==> config.mk <==
export PLATFORM = sky130hd
export DESIGN_NAME = hyperram_burst_ctrl
export DESIGN_NICKNAME = d
export VERILOG_FILES = /design/src/rtl/hyperram_burst_ctrl.sv
export SDC_FILE = /design/constraint.sdc
export NUM_CORES = 1
export LEC_CHECK = 0
export CORE_UTILIZATION = 55
export CTS_BUF_LIST = sky130_fd_sc_hd__clkbuf_4 sky130_fd_sc_hd__clkbuf_8
export DETAILED_ROUTE_END_ITERATION = 12
export PLACE_DENSITY = 0.85
export SYNTH_ARGS = -nofsm -noshare
export SYNTH_HDL_FRONTEND = slang
export SYNTH_SLANG_ARGS = --single-unit
export TNS_END_PERCENT = 1
==> constraint.sdc <==
create_clock -name clk -period 6.7 [get_ports clk]
set_input_delay 1.34 -clock clk [delete_from_list [all_inputs] [get_ports clk]]
set_output_delay 1.34 -clock clk [all_outputs]
set_load 0.01 [all_outputs]
==> src/rtl/hyperram_burst_ctrl.sv <==
// HyperBus burst master: CA / latency / transfer sequencing, register space,
// byte-masked writes, read capture pipeline and device reset hold.
module hyperram_burst_ctrl #(
  parameter int ADDR_W        = 22,
  parameter int LATENCY       = 6,
  parameter int FIXED_LATENCY = 1,
  parameter int BURST_MAX     = 32,
  parameter int RD_CAP_DLY    = 2,
  parameter int CS_GAP        = 2,
  parameter int RST_HOLD      = 16,
  localparam int LW = $clog2(BURST_MAX) + 1
) (
  input  logic              clk,
  input  logic              reset,
  input  logic              cmd_valid,
  output logic              cmd_ready,
  input  logic              cmd_rd,
  input  logic              cmd_reg,
  input  logic [ADDR_W-1:0] cmd_addr,
  input  logic [LW-1:0]     cmd_len,
  input  logic [15:0]       wr_data,
  input  logic [1:0]        wr_mask,
  output logic              wr_ready,
  output logic [15:0]       rd_data,
  output logic              rd_valid,
  output logic              busy,
  output logic              hr_ck_en,
  output logic              hr_cs_n,
  output logic              hr_rst_n,
  output logic              hr_dq_oe,
  output logic              hr_rwds_oe,
  output logic [7:0]        hr_dq_o0,
  output logic [7:0]        hr_dq_o1,
  output logic              hr_rwds_o0,
  output logic              hr_rwds_o1,
  input  logic [7:0]        hr_dq_i0,
  input  logic [7:0]        hr_dq_i1,
  input  logic              hr_rwds_i0
);

  localparam int CW = 16;

  typedef enum logic [2:0] {
    S_RST, S_IDLE, S_CA, S_LAT, S_XFER, S_FIN, S_GAP
  } state_e;

  state_e            state_q, state_d;
  logic [CW-1:0]     cnt_q, cnt_d;
  logic              rd_q, rd_d;
  logic              reg_q, reg_d;
  logic              lat2_q, lat2_d;
  logic [ADDR_W-1:0] addr_q, addr_d;
  logic [LW-1:0]     len_q, len_d;
  logic [LW-1:0]     len_clamp;
  logic [CW-1:0]     lat_len;

  logic        cs_n_q, cs_n_d;
  logic        ck_en_q, ck_en_d;
  logic        rst_n_q, rst_n_d;
  logic        dq_oe_q, dq_oe_d;
  logic        rwds_oe_q, rwds_oe_d;
  logic [7:0]  dq0_q, dq0_d;
  logic [7:0]  dq1_q, dq1_d;
  logic        rw0_q, rw0_d;
  logic        rw1_q, rw1_d;
  logic        wr_ready_c;
  logic [47:0] ca;

  logic                  samp;
  logic [RD_CAP_DLY-1:0] pv_q, pv_d;
  logic [15:0]           pd_q [RD_CAP_DLY];
  logic [15:0]           pd_d [RD_CAP_DLY];

  assign lat_len = lat2_q ? CW'(2 * LATENCY) : CW'(LATENCY);

  // Clamp requested burst length into 1..BURST_MAX
  always_comb begin
    len_clamp = cmd_len;
    if (cmd_len == '0)
      len_clamp = LW'(1);
    else if (cmd_len > LW'(BURST_MAX))
      len_clamp = LW'(BURST_MAX);
  end

  // Next-state, phase counter and command latch
  always_comb begin
    state_d = state_q;
    cnt_d   = cnt_q + CW'(1);
    rd_d    = rd_q;
    reg_d   = reg_q;
    addr_d  = addr_q;
    len_d   = len_q;
    lat2_d  = lat2_q;
    unique case (state_q)
      S_RST: begin
        if (cnt_q == CW'(RST_HOLD)) begin
          state_d = S_IDLE;
          cnt_d   = '0;
        end
      end
      S_IDLE: begin
        cnt_d = '0;
        if (cmd_valid) begin
          state_d = S_CA;
          rd_d    = cmd_rd;
          reg_d   = cmd_reg;
          addr_d  = cmd_addr;
          len_d   = (cmd_reg && !cmd_rd) ? LW'(1) : len_clamp;
        end
      end
      S_CA: begin
        if (cnt_q == '0)
          lat2_d = (FIXED_LATENCY != 0) || hr_rwds_i0;
        if (cnt_q == CW'(2)) begin
          cnt_d   = '0;
          state_d = (reg_q && !rd_q) ? S_XFER : S_LAT;
        end
      end
      S_LAT: begin
        if (cnt_q == lat_len - CW'(1)) begin
          cnt_d   = '0;
          state_d = S_XFER;
        end
      end
      S_XFER: begin
        if (cnt_q == CW'(len_q) - CW'(1)) begin
          cnt_d   = '0;
          state_d = S_FIN;
        end
      end
      S_FIN: begin
        cnt_d   = '0;
        state_d = S_GAP;
      end
      S_GAP: begin
        if (cnt_q == CW'(CS_GAP - 1)) begin
          cnt_d   = '0;
          state_d = S_IDLE;
        end
      end
      default: begin
        cnt_d   = '0;
        state_d = S_RST;
      end
    endcase
  end

  // Pad values for the coming cycle, decoded from the next state
  always_comb begin
    cs_n_d     = 1'b1;
    ck_en_d    = 1'b0;
    rst_n_d    = 1'b1;
    dq_oe_d    = 1'b0;
    rwds_oe_d  = 1'b0;
    dq0_d      = '0;
    dq1_d      = '0;
    rw0_d      = 1'b0;
    rw1_d      = 1'b0;
    wr_ready_c = 1'b0;
    ca = {rd_d, reg_d, 1'b1, 29'(addr_d[ADDR_W-1:3]),
          13'd0, addr_d[2:0]};
    unique case (state_d)
      S_RST: rst_n_d = (cnt_d >= CW'(RST_HOLD));
      S_CA: begin
        cs_n_d  = 1'b0;
        ck_en_d = 1'b1;
        dq_oe_d = 1'b1;
        unique case (cnt_d[1:0])
          2'd0:    {dq0_d, dq1_d} = ca[47:32];
          2'd1:    {dq0_d, dq1_d} = ca[31:16];
          default: {dq0_d, dq1_d} = ca[15:0];
        endcase
      end
      S_LAT: begin
        cs_n_d    = 1'b0;
        ck_en_d   = 1'b1;
        dq_oe_d   = !rd_d;
        rwds_oe_d = !rd_d;
      end
      S_XFER: begin
        cs_n_d  = 1'b0;
        ck_en_d = 1'b1;
        if (!rd_d) begin
          wr_ready_c     = 1'b1;
          dq_oe_d        = 1'b1;
          rwds_oe_d      = !reg_d;
          {dq0_d, dq1_d} = wr_data;
          rw0_d          = ~wr_mask[1];
          rw1_d          = ~wr_mask[0];
        end
      end
      S_FIN:   cs_n_d = 1'b0;
      default: ;
    endcase
  end

  // Read capture pipeline input and shift
  always_comb begin
    samp     = (state_q == S_XFER) && rd_q;
    pv_d[0]  = samp;
    pd_d[0]  = samp ? {hr_dq_i0, hr_dq_i1} : 16'h0;
    for (int i = 1; i < RD_CAP_DLY; i++) begin
      pv_d[i] = pv_q[i-1];
      pd_d[i] = pd_q[i-1];
    end
  end

  // State register and command latch
  always_ff @(posedge clk) begin
    if (reset) begin
      state_q <= S_RST;
      cnt_q   <= '0;
      rd_q    <= 1'b0;
      reg_q   <= 1'b0;
      lat2_q  <= 1'b0;
      addr_q  <= '0;
      len_q   <= '0;
    end else begin
      state_q <= state_d;
      cnt_q   <= cnt_d;
      rd_q    <= rd_d;
      reg_q   <= reg_d;
      lat2_q  <= lat2_d;
      addr_q  <= addr_d;
      len_q   <= len_d;
    end
  end

  // Registered pad outputs
  always_ff @(posedge clk) begin
    if (reset) begin
      cs_n_q    <= 1'b1;
      ck_en_q   <= 1'b0;
      rst_n_q   <= 1'b0;
      dq_oe_q   <= 1'b0;
      rwds_oe_q <= 1'b0;
      dq0_q     <= '0;
      dq1_q     <= '0;
      rw0_q     <= 1'b0;
      rw1_q     <= 1'b0;
    end else begin
      cs_n_q    <= cs_n_d;
      ck_en_q   <= ck_en_d;
      rst_n_q   <= rst_n_d;
      dq_oe_q   <= dq_oe_d;
      rwds_oe_q <= rwds_oe_d;
      dq0_q     <= dq0_d;
      dq1_q     <= dq1_d;
      rw0_q     <= rw0_d;
      rw1_q     <= rw1_d;
    end
  end

  // Read pipeline registers, flushed by reset
  always_ff @(posedge clk) begin
    if (reset) begin
      pv_q <= '0;
      for (int i = 0; i < RD_CAP_DLY; i++)
        pd_q[i] <= '0;
    end else begin
      pv_q <= pv_d;
      for (int i = 0; i < RD_CAP_DLY; i++)
        pd_q[i] <= pd_d[i];
    end
  end

  assign cmd_ready  = (state_q == S_IDLE);
  assign busy       = (state_q != S_IDLE) && (state_q != S_RST);
  assign wr_ready   = wr_ready_c & ~reset;
  assign rd_valid   = pv_q[RD_CAP_DLY-1];
  assign rd_data    = pd_q[RD_CAP_DLY-1];
  assign hr_cs_n    = cs_n_q;
  assign hr_ck_en   = ck_en_q;
  assign hr_rst_n   = rst_n_q;
  assign hr_dq_oe   = dq_oe_q;
  assign hr_rwds_oe = rwds_oe_q;
  assign hr_dq_o0   = dq0_q;
  assign hr_dq_o1   = dq1_q;
  assign hr_rwds_o0 = rw0_q;
  assign hr_rwds_o1 = rw1_q;

endmodule

# Word level (Yosys, flattened, before mapping)
# Memories as Yosys holds them, arrays and structs flattened.
# Cells that the tools add are included.
# totals
ff_bits	75
ramBits	32
inputBits	68
output_inout_bits	43
elab_cells	110
n_memories	1
# memory_table
memory	depth	word_bits	read_ports	rd_ports_with_merged_regs	write_ports	line	text
pd_q	2	16	2	0	2	71	logic [15:0] pd_q [RD_CAP_DLY];
# op_classes
n_addsub	3
order_cmp	2
eq_ne	17
n_mux	44
bitwise_logic	7
n_reduce_logical	19
# op_table
op	n
two-way mux 16 bit	8
one-hot mux 16 bit (5 select lines)	1
one-hot mux 8 bit (2 select lines)	4
two-way mux 22 bit	2
== test 16 bit	2
two-way mux 3 bit	7
one-hot mux 3 bit (7 select lines)	1
two-way mux 6 bit	3
adder 16 x 1 -> 16 bit (second input constant)	1
== test 16 x 1 -> 1 bit (second input constant)	1
== test 16 x 2 -> 1 bit (second input constant)	1
== test 16 x 5 -> 1 bit (second input constant)	1
>= comparator 16 x 5 -> 1 bit (second input constant)	1
zero test 16 bit	1
two-way mux 8 bit	2
== test 3 bit (second input constant)	5
two-way mux 1 bit	13
== test 3 x 2 -> 1 bit (second input constant)	4
subtractor 6 x 1 -> 7 bit (second input constant)	1
greater-than comparator 6 bit (second input constant)	1
zero test 3 bit	2
zero test 6 bit	1
OR reduction 3 bit	2
subtractor 4 x 1 -> 5 bit (second input constant)	1
15 further kinds	26

# Longest topological paths before layout
# Gate-level depths: netlist of run 1.
# logic_depth
ltp_word	8
depth_mapped	10
ltp_nobuf	9

# Worst setup path before layout of run 1
# Ideal clock, no wire load.
# synth_path
path_type	input -> output
start	input cmd_valid
end	output wr_ready
arrival_time_ns	2.901
t_required_ns	5.360
setup_slack_ns	2.459
cell_stages	7
n_path_buf	1
path_cell_list	and2_1 clkbuf_1 mux2i_1 nand2_1 nor4_4 nand2_1 inv_1
# synth_between
elab_chain_cells	5
elab_cells_between_ends	8
cone_classes	1 x eq/ne; 6 x mux; 1 x bitwise
# synth_lines
element	line	text
start, declared	15	input logic cmd_valid,
two-way mux 3 bit / two-way mux 1 bit (equally long branches)	103	if (cmd_valid) begin
one-hot mux 3 bit (7 select lines) / two-way mux 1 bit (equally long branches)	94	unique case (state_q)
== test 3 bit / two-way mux 1 bit (equally long branches)	162, 183	
two-way mux 1 bit *	162	unique case (state_d)
AND 1 bit *	269	assign wr_ready = wr_ready_c & ~reset;
end, declared	23	output logic wr_ready,
# Mark *: on every way between the ends. The rest lies on a longest branch, timed or not.

# Final worst setup path of run 1
# Ends and elaborated chain as after synthesis.

==> results of run 1 <==
[per-layer routing]
layer / GRT usage / vias to the layer above / part of all wire
li1: - / 1849 / -
met1: 0.3061 / 1777 / 0.41
met2: 0.4426 / 125 / 0.51
met3: 0.06486 / 17 / 0.060
met4: 0.07692 / 0 / 0.016
met5: 0 / - / 0
[how the worst max path moves through the flow]
| stage | end | slack [ns] | cells past startpoint | start |
|---|---|---|---|---|
| after floorplan | wr_ready | 2.46 | 7 | cmd_valid |
| after global placement | wr_ready | 1.47 | 9 | cmd_valid |
| after detailed placement | wr_ready | 1.40 | 9 | cmd_valid |
| after CTS | wr_ready | 1.39 | 9 | cmd_valid |
| after global routing | wr_ready | 1.23 | 9 | cmd_valid |
| final | wr_ready | 1.39 | 9 | cmd_valid |
[flip-flops by register name (all words and copies together) (netlist names)]
register    cells
len_q           6
hr_rwds_oe      1
hr_dq_oe        1
hr_dq_o0        8
state_q         3
hr_dq_o1        8
cnt_q          16
hr_ck_en        1
rd_q            1
hr_cs_n         1
pv_q            2
hr_rst_n        1
hr_rwds_o1      1
reg_q           1
pd_q           32
addr_q         22
lat2_q          1
hr_rwds_o0      1
[logic make-up (layout without fill, tap and decap cells)]
group	Yosys count	after routing	synth area share
muxes	27	27	0.06854
and+or+nand+nor	206	206	0.2465
xor gates and xnor gates	26	26	0.05030
AOI/OAI and AO/OA	66	66	0.1067
DFF	107	107	0.4732
adders and majority gates	5	5	0.01382
buffers and inverters	42	138	0.04090
[layout make-up]
cell class	instances	area, µm²
Clock inverter	7	56.30
Fill cell	599	2051
Multi-Input combinational cell	330	2201
Timing Repair Buffer	112	1109
Inverter	10	37.54
Sequential cell	107	2142
Clock buffer	9	123.9
Tap cell	102	127.6
[cell usage in the layout (no fill, tap or decap), drive strengths merged, types with 4 or more instances in the layout]
master         count
a21oi             14
xor2              13
o31ai             11
clkdlybuf4s50    108
nor2b             20
nor3               6
xnor2             13
nor3b              4
inv               14
nand4              9
nand2             24
nor4               4
o21ai             10
mux2i             22
and4               7
a211oi             7
clkbuf             9
and2              21
nor2              56
dfxtp            107
buf                4
nand3             41
ha                 5
[worst reg2reg max path: stages (launching register included)]
cell                       delay (ns)
sky130_fd_sc_hd__dfxtp_1         0.38
sky130_fd_sc_hd__nor4_2          0.38
sky130_fd_sc_hd__nand2_2         0.19
sky130_fd_sc_hd__o311ai_2        0.42
sky130_fd_sc_hd__nand2_2         0.21
sky130_fd_sc_hd__a211oi_4        0.34
sky130_fd_sc_hd__buf_4           0.35
sky130_fd_sc_hd__nand3_1         0.43
sky130_fd_sc_hd__o31ai_1         0.39
[where the power goes]
group / total [W] / internal [W] / leakage, nW / switching (W)
registers: 0.000642 / 0.000637 / 0.862 / 0.00000436
clock network: 0.000369 / 0.000141 / 0.0910 / 0.000228
logic: 0.0000710 / 0.0000423 / 1.10 / 0.0000287
total: 0.00108 / 0.000820 / 2.05 / 0.000261
[through the flow]
step           hold slack (ns)   power, W    util  area, µm²
3_3_place_gp            0.4165  0.0007244  0.7157       5617
6_report                0.4456   0.001081  0.7387       5797
2_1_floorplan           0.4138  0.0006800       -       4527
3_5_place_dp            0.4231  0.0007265  0.7157       5617
4_1_cts                 0.4532   0.001087  0.7387       5797
5_1_grt                 0.4620   0.001122  0.7387       5797
==> results, run 1 <==
- In this run, synthesis produced a sequential element count of 107.
- The commonest register cell after synthesis is sky130_fd_sc_hd__dfxtp_1.
- The final setup violation count is 0.
- Yosys printed 0 warnings.
- The cell count after synthesis is 479.
- The clock input transition at the sequential cells of the worst setup and hold paths is 0.10 ns.
- The flow ran to the end, and the final reports show no timing, DRC or antenna violations.
- The worst flop-to-flop path endpoint is hr_dq_o0[0].
- In the final routed layout, each cell accounts on average for 15.71 µm.
- The maximum clock insertion buffer count is 2.
- In this design, the largest share of critical-path delay is due to buffers and inverters.
- Summed over all failing endpoints, the final setup total negative slack is 0 ns.
- The analysis attributes to cell leakage a power of 2.053 nW.
- In the finished design, the share of the clock period the worst path needs comes to 0.7926.
- The reg-to-reg setup timing slack is 3.52 ns.
- The via count of the first global-routing pass is 3,708.
- The count of cells in the finished layout, fillers not included, comes to 677.
- The number of cell rows is 32.
- Dividing the detail-routed via count by the number of cells gives 5.566.
- The post-cts sizing count is 0.
- In the global route stage, overall resource usage came out at 0.2538.
- The number of enable flip-flop cells after synthesis is 0.
- The first global-routing pass estimated 17.39 mm of wire.
- The total buffers and inverters traversed by the critical path is 4.
- The maximum single-stage delay on the critical path is 0.53 ns.
- The I/O pin count is 111.
- The final hold violation count is 0.
- In the final layout, the share of cells above drive strength 1 is 0.06783.
- The most frequent cell after synthesis is sky130_fd_sc_hd__dfxtp_1.
- The post-CTS setup buffer count is 0.
- The initial antenna violation count is 0.
- For the worst-skew pair, the clock arrives at the later sink with an insertion delay of 0.36 ns.
- The floorplan die height is 92.72 µm.
- STA classifies the critical path endpoint as an output pin.
- The cell area after synthesis is 4527 µm².
- From left edge to right edge, the die measures 92.72 µm.
- When the netlist entered floorplanning its net count stood at 552.
- The synthesis-to-layout area growth is 28.05%.
- Routability-driven placement finished with a final weighted congestion of 0.8873.
- The startpoint identified for the worst register-to-register timing path is cnt_q[9].
- The worst reg-to-reg path cell count is 8.
- The floorplan step defined a die boundary enclosing 8597 µm².
- After synthesis, the netlist uses 59 different library cells.
- The clock sink count is 107.
- Of the post-synthesis cell area, the dominant cell type holds 0.4732.
- The smallest clock period supported by the final layout is computed as 5.311 ns.
- The max-slew violation count was 0.
- The count of nets left with antenna violations after detail routing is 0.
- In this run the standard cell core region covers 7848 µm².
- Before CTS, the worst setup slack after placement is 1.401 ns.
- At the worst endpoint, the required time is 5.36 ns.
- After legalization and detailed placement, the total HPWL measured 7.783 mm.
- After detailed placement, the design holds a cell count of 661.
- Traced cell by cell, the critical path runs through clkdlybuf4s50_1 -> and2_2 -> mux2i_1 -> nand2_1 -> nor4_4 -> buf_4 -> nand2_1 -> inv_1 -> clkdlybuf4s50_1.
- The worst hold path startpoint is pd_q[0][3].
- The cell with the largest stage delay on the worst path is sky130_fd_sc_hd__clkdlybuf4s50_1.
- The iteration-0 DRC count of the detailed router is 181.
- The clock tree from TritonCTS is yes.
- After synthesis, the most frequently instantiated cells are 107 x sky130_fd_sc_hd__dfxtp_1, 56 x sky130_fd_sc_hd__nor2_1, 41 x sky130_fd_sc_hd__nand3_1, 22 x sky130_fd_sc_hd__mux2i_1.
- The share of the Yosys chip area taken by registers is 0.4732.
- The number of stages on the worst hold path is 1.
- Detailed routing inserted a total of 3,768 vias.
- In this run, CTS created clock tree buffers numbering 9.
- The mean instance size in the synthesized netlist is 9.451 µm².
- The class of the tightest hold or removal check is reg -> reg.
- The post-layout net count is 643.
- The CTS H-tree depth is 3.
- The number of hold-repair buffers added at the cts stage is 0.
- Headroom to the max-slew limit came out at 0.3260.
- 0 antenna diodes ended up in the layout.
- The maximum fanout encountered on the critical timing path is 17.
- The pin count of the biggest net entering global routing is 56.
- The count of max-cap constraint violations is 0.
- The dominant cell type by area after synthesis is sky130_fd_sc_hd__dfxtp_1.
- For this configuration, the core starts out at a cell density of 0.5768.
- The clock arrives with 0.01389 ns of skew.
- The worst setup path is launched from an input pin.
- The top achievable clock speed is 188.3 MHz.
- The worst-case setup margin in the final layout is 1.389 ns.
- Port buffering added 109 buffers.
- In this run the clock root is driven by a sky130_fd_sc_hd__clkbuf_8.
- Counting flops with an async set or reset pin after synthesis yields a share of 0.
- After synthesis, the cell types taking the most area are sky130_fd_sc_hd__dfxtp_1 47%, sky130_fd_sc_hd__mux2i_1 4.9%, sky130_fd_sc_hd__nor2_1 4.6%.
- The critical path is of the in -> out type.
- Data on the critical path arrives at its endpoint at 3.97 ns.
- The peak supply drop is 160.9 µV.
- At the pin with the least slew margin, the transition time is 1.011 ns.
- The total grt overflow is 0.
- The number of iterations in the first detailed-routing pass is 4.
- The worst hold path terminates at pd_q[0][19].
- In the routed design, unresolved DRC markers number 0.
- Setup repair after global routing left no endpoint under its margin.
- For this design the ratio of total power to cell area is 186.5 nW/µm².
- The post-detailed-routing wire length is 10.64 mm.
Power figures use the tool's default switching activity.
==> inputs of run 2 (changes only) <==
Settings changed: CORE_UTILIZATION 55 to 51, PLACE_DENSITY 0.85 to 0.79.
Clock period 6.7 ns to 5 ns, I/O delays scaled along.
==> run 2 against run 1 <==
  * Register-to-register slack worse by 1.7 ns
  * Flip-flop and latch count did not move
  * Clock skew is 0.0010 ns lower
  * Wire length increased by 1.8%
  * Highest routed layer unchanged
  * Count of clock-buffer cells in the layout up 1
  * First-iteration DRC count rose by 5.5%
  * Worst setup slack got worse by 0.68 ns
==> results, run 2 (synthesis gave the netlist of run 1 again) <==
- The peak supply drop is 197.4 µV (+23%).
- The share of layout cells above drive strength 1 is 0.07106 (+0.003231).
- The floorplan die height is 96.22 µm (+3.8%).
- The effective utilization at floorplan was 0.5242 (-0.05265).
- The cell with the largest stage delay on the worst path is sky130_fd_sc_hd__clkdlybuf4s50_1.
- The die area is 9257 µm² (+7.7%).
- The headroom to the max-slew limit came to 0.5463 (+0.2203).
- The category of the critical setup timing path is in -> out.
- The per-cell via count in the routed design is 5.501 (-1.2%).
- The overall die width is 96.22 µm (+3.8%).
- The number of iterations in the first detailed-routing pass was 4 (unchanged).
- The total buffers and inverters traversed by the critical path came to 4 (unchanged).
- The post-layout minimum cycle time is 4.291 ns.
- The final setup violation count is 0 (unchanged).
- The clock sink count is 107 (unchanged).
- The total number of vias came to 3,768 (unchanged).
- The post-detailed-routing wire length came to 10.82 mm (+1.8%).
- The post-layout net count is 645 (+0.31%).
- The net switching power of the design is 0.0003532 W (+35%).
- Counting flops per register, the top entry is pd_q.
- Leaving out fill and tap cells, the most frequent cells in the layout are 108 x sky130_fd_sc_hd__clkdlybuf4s50_1, 107 x sky130_fd_sc_hd__dfxtp_1, 56 x sky130_fd_sc_hd__nor2_1.
- The largest registers in the layout are pd_q: 32 flops, addr_q: 22 flops, cnt_q: 16 flops.
- The pin count of the biggest net entering global routing is 55 (-1.8%).
- The min-delay analysis places its worst path in the category reg -> reg.
- Setup repair after global routing left no endpoint under its margin.
- On the critical path the largest part of the delay comes from buffers and inverters.
- The total clock buffers created by CTS is 9 (unchanged).
- The clock network fraction of total power is 0.346 (+0.005).
- The aggregate global-route resource usage is 0.2451 (-0.008623).
- The max-slew violation count is 0 (unchanged).
- Traced cell by cell, the critical path runs through clkdlybuf4s50_1 -> and2_2 -> mux2i_1 -> buf_4 -> nand2_1 -> nor4_4 -> nand2_1 -> inv_1 -> clkdlybuf4s50_1.
- The post-cts sizing count is 0 (unchanged).
- The average routed wire per standard cell is 15.80 µm (+0.57%).
- The commonest non-fill, non-tap cell in the layout is sky130_fd_sc_hd__clkdlybuf4s50_1.
- The data required time of the worst path is 4.00 ns (-1.36 ns).
- The fraction of power spent switching nets is 0.2417 (+0.0002700).
- The arrival time reported for the critical path endpoint came to 3.29 ns (-0.68 ns).
- The post-CTS setup buffer count is 0 (unchanged).
- The cell sitting at the root of the clock tree is a sky130_fd_sc_hd__clkbuf_8.
- The power per standard cell area was 250.7 nW/µm² (+34%).
- The maximum fanout encountered on the critical timing path was 6 (-11).
- The CTS H-tree depth is 3 (unchanged).
- The proportion of power drawn by flip-flops and latches is 0.588 (-0.005).
- The leakage power of the design is 2.069 nW (+0.77%).
- The final hold violation count is 0 (unchanged).
- The total negative setup slack is 0 ns (unchanged).
- The maximum single-stage delay on the critical path was 0.56 ns (+0.03 ns).
- The count of max-cap constraint violations is 0 (unchanged).
- The number of cell rows is 34 (+6.3%).
- Derived from the worst setup path, the maximum achievable clock frequency is 233.0 MHz.
- The maximum clock insertion buffer count came to 2 (unchanged).
- The clock input transition at the sequential cells of the worst setup and hold paths is 0.10 ns (about the same).
- The pin slew with the least headroom to its limit is 0.6780 ns (-0.3330 ns).
- The number of antenna diodes was 0 (unchanged).
- The total DRC errors in the routed layout was 0 (unchanged).
- The post-route worst hold slack came to 0.4441 ns (-0.001489 ns).
- The iteration-0 DRC count of the detailed router is 191 (+5.5%).
- Relative to the synthesized area, the layout overhead comes to 28.72%.
- The total design power is 0.001461 W (+35%).
- The number of instances in the placed design came to 669 (+1.2%).
- The port buffer count is 109 (unchanged).
- The final standard cell count with taps included and fillers excluded is 685 (+1.2%).
- The final HPWL from detailed placement came to 7.853 mm (+0.91%).
- The number of hold-repair buffers added at the cts stage came to 0 (unchanged).
- The weighted congestion reported at the end of routability-driven placement was 0.8832 (-0.46%).
- The final setup skew is 0.01286 ns (-0.001028 ns).
- The flow ran to the end, and the final reports show no timing, DRC or antenna violations.
- The flip-flop count of the largest register, all copies and words added came to 32 (unchanged).
- The total grt overflow is 0 (unchanged).
- The combinational share of power was 0.065 (about the same).
- The area of the core region is 8636 µm² (+10%).
- The period utilization is 0.8583.
- The via count of the first global-routing pass is 3,676 (-0.86%).
- The I/O pin count is 111 (unchanged).
- The endpoint kind of the worst setup timing path is an output pin.
- The global-route wire length before repair is 17.34 mm (-0.32%).
- The kind of start point of the critical path is an input pin.
- The clock tree from TritonCTS is yes.
- The count of nets left with antenna violations after detail routing is 0 (unchanged).
- The design internal power is 0.001108 W (+35%).
- The initial antenna violation count is 0 (unchanged).
- The clock latency of the later-clocked register in the worst-skew pair came to 0.37 ns (about the same).
run 2: changes by cell type in the layout (fill, tap and decap cells not counted):
cell                         change
sky130_fd_sc_hd__buf_4           +2
sky130_fd_sc_hd__clkbuf_4        +1
sky130_fd_sc_hd__clkinv_8        +1
sky130_fd_sc_hd__clkinvlp_4      -1
sky130_fd_sc_hd__inv_6           -1
run 2: path summary, 6_finish.rpt:
kind | end | slack (ns) | start | cells past startpoint
setup / recovery | wr_ready | 0.71 | cmd_valid | 9
hold reg to reg | pd_q[0][20] | 0.44 | pd_q[0][4] | 1
hold / removal | pd_q[0][20] | 0.44 | pd_q[0][4] | 1
setup reg to reg | hr_dq_o0[2] | 1.84 | cnt_q[8] | 8
run 2: area by class of cell:
class | count | area (µm²)
tap | 108 | 135.1
inverter | 10 | 37.54
clock inverter | 6 | 56.30
timing repair buffer | 114 | 1124
multi-input combinational | 330 | 2201
clock buffer | 10 | 131.4
fill | 698 | 2809
sequential | 107 | 2142
run 2: power by group through the flow:
stage | combinational [W] | sequential [W] | clock, W
3_3_place_gp | 0.0000933 | 0.000879 | 0
2_1_floorplan | 0.0000356 | 0.000876 | 0
5_1_grt | 0.000103 | 0.000860 | 0.000546
3_5_place_dp | 0.0000947 | 0.000879 | 0
6_report | 0.0000953 | 0.000859 | 0.000506
4_1_cts | 0.0000953 | 0.000859 | 0.000511
run 2: metal layers:
metal | part of all wire | GRT usage | vias up
li1 | - | - | 1859
met1 | 0.43 | 0.2960 | 1785
met2 | 0.49 | 0.4096 | 108
met3 | 0.061 | 0.07978 | 16
met4 | 0.018 | 0.08209 | 0
met5 | 0 | 0 | -
run 2: per-stage QoR:
step                  util  setup WS [ns]  cell area, µm²
floorplan                -          1.439            4527
global placement    0.6530         0.7796            5639
detailed placement  0.6530         0.7517            5639
CTS                 0.6747         0.7261            5827
global route        0.6747         0.6026            5827
finish              0.6747         0.7085            5827
==> inputs of run 3 (changes only) <==
Settings changed: CORE_UTILIZATION 51 to 46, HOLD_SLACK_MARGIN from default to 0.1, PLACE_DENSITY 0.79 to 0.72.
==> run 3 against run 2 <==
  * Register-to-register slack better by 0.13 ns
  * Sequential power is essentially flat
  * Worst hold slack worse by 0.0047 ns
  * Clock power increased by 16%
  * Via count down 1.9%
  * Flip-flop and latch count did not move
  * Highest routed layer unchanged
==> results, run 3 (synthesis gave the netlist of run 1 again) <==
- The top achievable clock speed was 234.2 MHz (+0.49%).
- The headroom to the max-slew limit is 0.5216 (-0.02475).
- The worst hold path startpoint is pd_q[0][0].
- The peak supply drop was 173.8 µV (-12%).
- The via count of the first global-routing pass is 3,603 (-2.0%).
- The total negative setup slack is 0 ns (unchanged).
- The count of max-cap constraint violations was 0 (unchanged).
- The arrival time reported for the critical path endpoint is 3.27 ns (-0.02 ns).
- The average routed wire per standard cell is 15.01 µm (-5.0%).
- The final setup violation count was 0 (unchanged).
- The period utilization was 0.8542 (-0.004143).
- The share of the core filled with cells in the final layout is 0.6279 (-0.04683).
- The floorplan die height is 101.2 µm (+5.2%).
- The total DRC errors in the routed layout came to 0 (unchanged).
- Clock tree synthesis selected as its root buffer the cell sky130_fd_sc_hd__clkbuf_8.
- The count of nets left with antenna violations after detail routing is 0 (unchanged).
- The final hold violation count is 0 (unchanged).
- The filler cell count in the final layout is 826 (+18%).
- The reg-to-reg setup timing slack was 1.97 ns (+0.13 ns).
- The total clock buffers created by CTS came to 9 (unchanged).
- The maximum fanout encountered on the critical timing path came to 6 (unchanged).
- The per-cell via count in the routed design is 5.241 (-4.7%).
- The effective utilization at floorplan came to 0.4830 (-0.04115).
- The number of antenna diodes is 0 (unchanged).
- The synthesis-to-layout area growth is 29.99%.
- The share of layout cells above drive strength 1 was 0.06944 (-0.001613).
- The flip-flop count of the largest register, all copies and words added is 32 (unchanged).
- The run finished with clean final reports.
- The clock latency of the later-clocked register in the worst-skew pair came to 0.38 ns (about the same).
- The data required time of the worst path came to 4.00 ns (about the same).
- The post-CTS setup buffer count came to 0 (unchanged).
- Counting flops per register, the top entry is pd_q.
- The post-detailed-routing wire length is 10.58 mm (-2.2%).
- The total number of vias was 3,695 (-1.9%).
- The final HPWL from detailed placement was 7.716 mm (-1.8%).
- The number of instances in the placed design came to 690 (+3.1%).
- The worst reg-to-reg path cell count is 8 (unchanged).
- The kind of start point of the critical path is an input pin.
- The iteration-0 DRC count of the detailed router came to 148 (-23%).
- The maximum clock insertion buffer count is 2 (unchanged).
- The startpoint of the worst register-to-register path is cnt_q[9].
- The final standard cell count with taps included and fillers excluded is 705 (+2.9%).
- The number of hold-repair buffers added at the cts stage is 0 (unchanged).
- The number of stages on the worst hold path came to 1 (unchanged).
- The max-slew violation count was 0 (unchanged).
- The total design power is 0.001539 W (+5.3%).
- The post-layout minimum cycle time is 4.271 ns (-0.02071 ns).
- The number of cell rows came to 35 (+2.9%).
- The global-route wire length before repair is 17.09 mm (-1.4%).
- The clock sink count was 107 (unchanged).
- In the layout the commonest cells are 108 x sky130_fd_sc_hd__clkdlybuf4s50_1, 107 x sky130_fd_sc_hd__dfxtp_1, 56 x sky130_fd_sc_hd__nor2_1.
- The clock input transition at the sequential cells of the worst setup and hold paths is 0.09 ns (about the same).
- The I/O pin count was 111 (unchanged).
- The CTS H-tree depth came to 3 (unchanged).
- The pin count of the biggest net entering global routing was 55 (unchanged).
- The post-cts sizing count is 0 (unchanged).
- The total grt overflow was 0 (unchanged).
- The post-route worst hold slack is 0.4394 ns (-0.004668 ns).
- The worst setup path is captured at an output pin.
- The port buffer count came to 109 (unchanged).
- The critical path is of the in -> out type.
- The weighted congestion reported at the end of routability-driven placement is 0.8427 (-4.6%).
- The die area is 10,240 µm² (+11%).
- The leakage power of the design is 2.084 nW (+0.74%).
- The path class of the tightest hold or removal check is reg -> reg.
- Leaving out fill and tap cells, the most frequent cell in the layout is sky130_fd_sc_hd__clkdlybuf4s50_1.
- The area of the core region came to 9371 µm² (+8.5%).
- The overall die width came to 101.2 µm (+5.2%).
- In the final layout, the registers with the most flip-flops are pd_q: 32 flops, addr_q: 22 flops, cnt_q: 16 flops.
- The pin slew with the least headroom to its limit is 0.7150 ns (+0.03699 ns).
- The worst flop-to-flop path endpoint is hr_dq_o1[4].
- The number of iterations in the first detailed-routing pass is 4 (unchanged).
- The initial antenna violation count came to 0 (unchanged).
- The worst hold path terminates at pd_q[0][16].
- The aggregate global-route resource usage is 0.2168 (-0.02838).
- Setup repair after global routing left no endpoint under its margin.
- The power per standard cell area is 261.5 nW/µm² (+4.3%).
- The final setup skew is 0.01113 ns (-0.001731 ns).
- The post-layout net count is 645 (unchanged).
- TritonCTS built the clock tree.
## run 3: changes by cell type in the layout (fill, tap and decap cells not counted), sizes merged
cell,before,now
bufinv,0,2
clkinv,3,1
inv,13,11
clkbuf,10,11
## run 3: cell type report
class,count,area [µm²],share of cell area
clock buffers,11,145.1,0.02467
clock inverters,4,73.82,0.01255
inverters,10,37.54,0.006379
multi-input cells,330,2201,0.3740
flip-flops and latches,107,2142,0.3640
well taps,129,161.4,0.02743
repair buffers,114,1124,0.1909
## run 3: metal layers
| layer | GRT usage | wire [µm] | vias up |
|---|---|---|---|
| li1 | - | - | 1848 |
| met1 | 0.2562 | 4416 | 1725 |
| met2 | 0.3626 | 5218 | 104 |
| met3 | 0.08420 | 806 | 18 |
| met4 | 0.06912 | 140 | 0 |
| met5 | 0 | 0 | - |
## run 3: through the flow
step                instance area [µm²]  worst slack [ns]
global route                       5884            0.6244
finish                             5884            0.7292
global placement                   5665            0.7875
floorplan                          4527             1.439
CTS                                5884            0.7462
detailed placement                 5665            0.7571
## run 3: report_power, final
group          internal (W)  leakage (nW)  switching, W
Sequential         0.000854         0.862    0.00000521
Clock              0.000300         0.113      0.000285
Combinational     0.0000571          1.11     0.0000377
## run 3: critical path: stages
cell,delay [ns]
sky130_fd_sc_hd__clkdlybuf4s50_1,0.57
sky130_fd_sc_hd__and2_2,0.20
sky130_fd_sc_hd__mux2i_1,0.18
sky130_fd_sc_hd__buf_4,0.16
sky130_fd_sc_hd__nand2_1,0.10
sky130_fd_sc_hd__nor4_4,0.31
sky130_fd_sc_hd__nand2_1,0.14
sky130_fd_sc_hd__inv_1,0.07
sky130_fd_sc_hd__clkdlybuf4s50_1,0.52
## run 3: worst max-delay path by stage
stage	from	end	cells past startpoint
floorplan	cmd_valid	wr_ready	7
global placement	cmd_valid	wr_ready	9
detailed placement	cmd_valid	wr_ready	9
global route	cmd_valid	wr_ready	9
CTS	cmd_valid	wr_ready	9
finish	cmd_valid	wr_ready	9
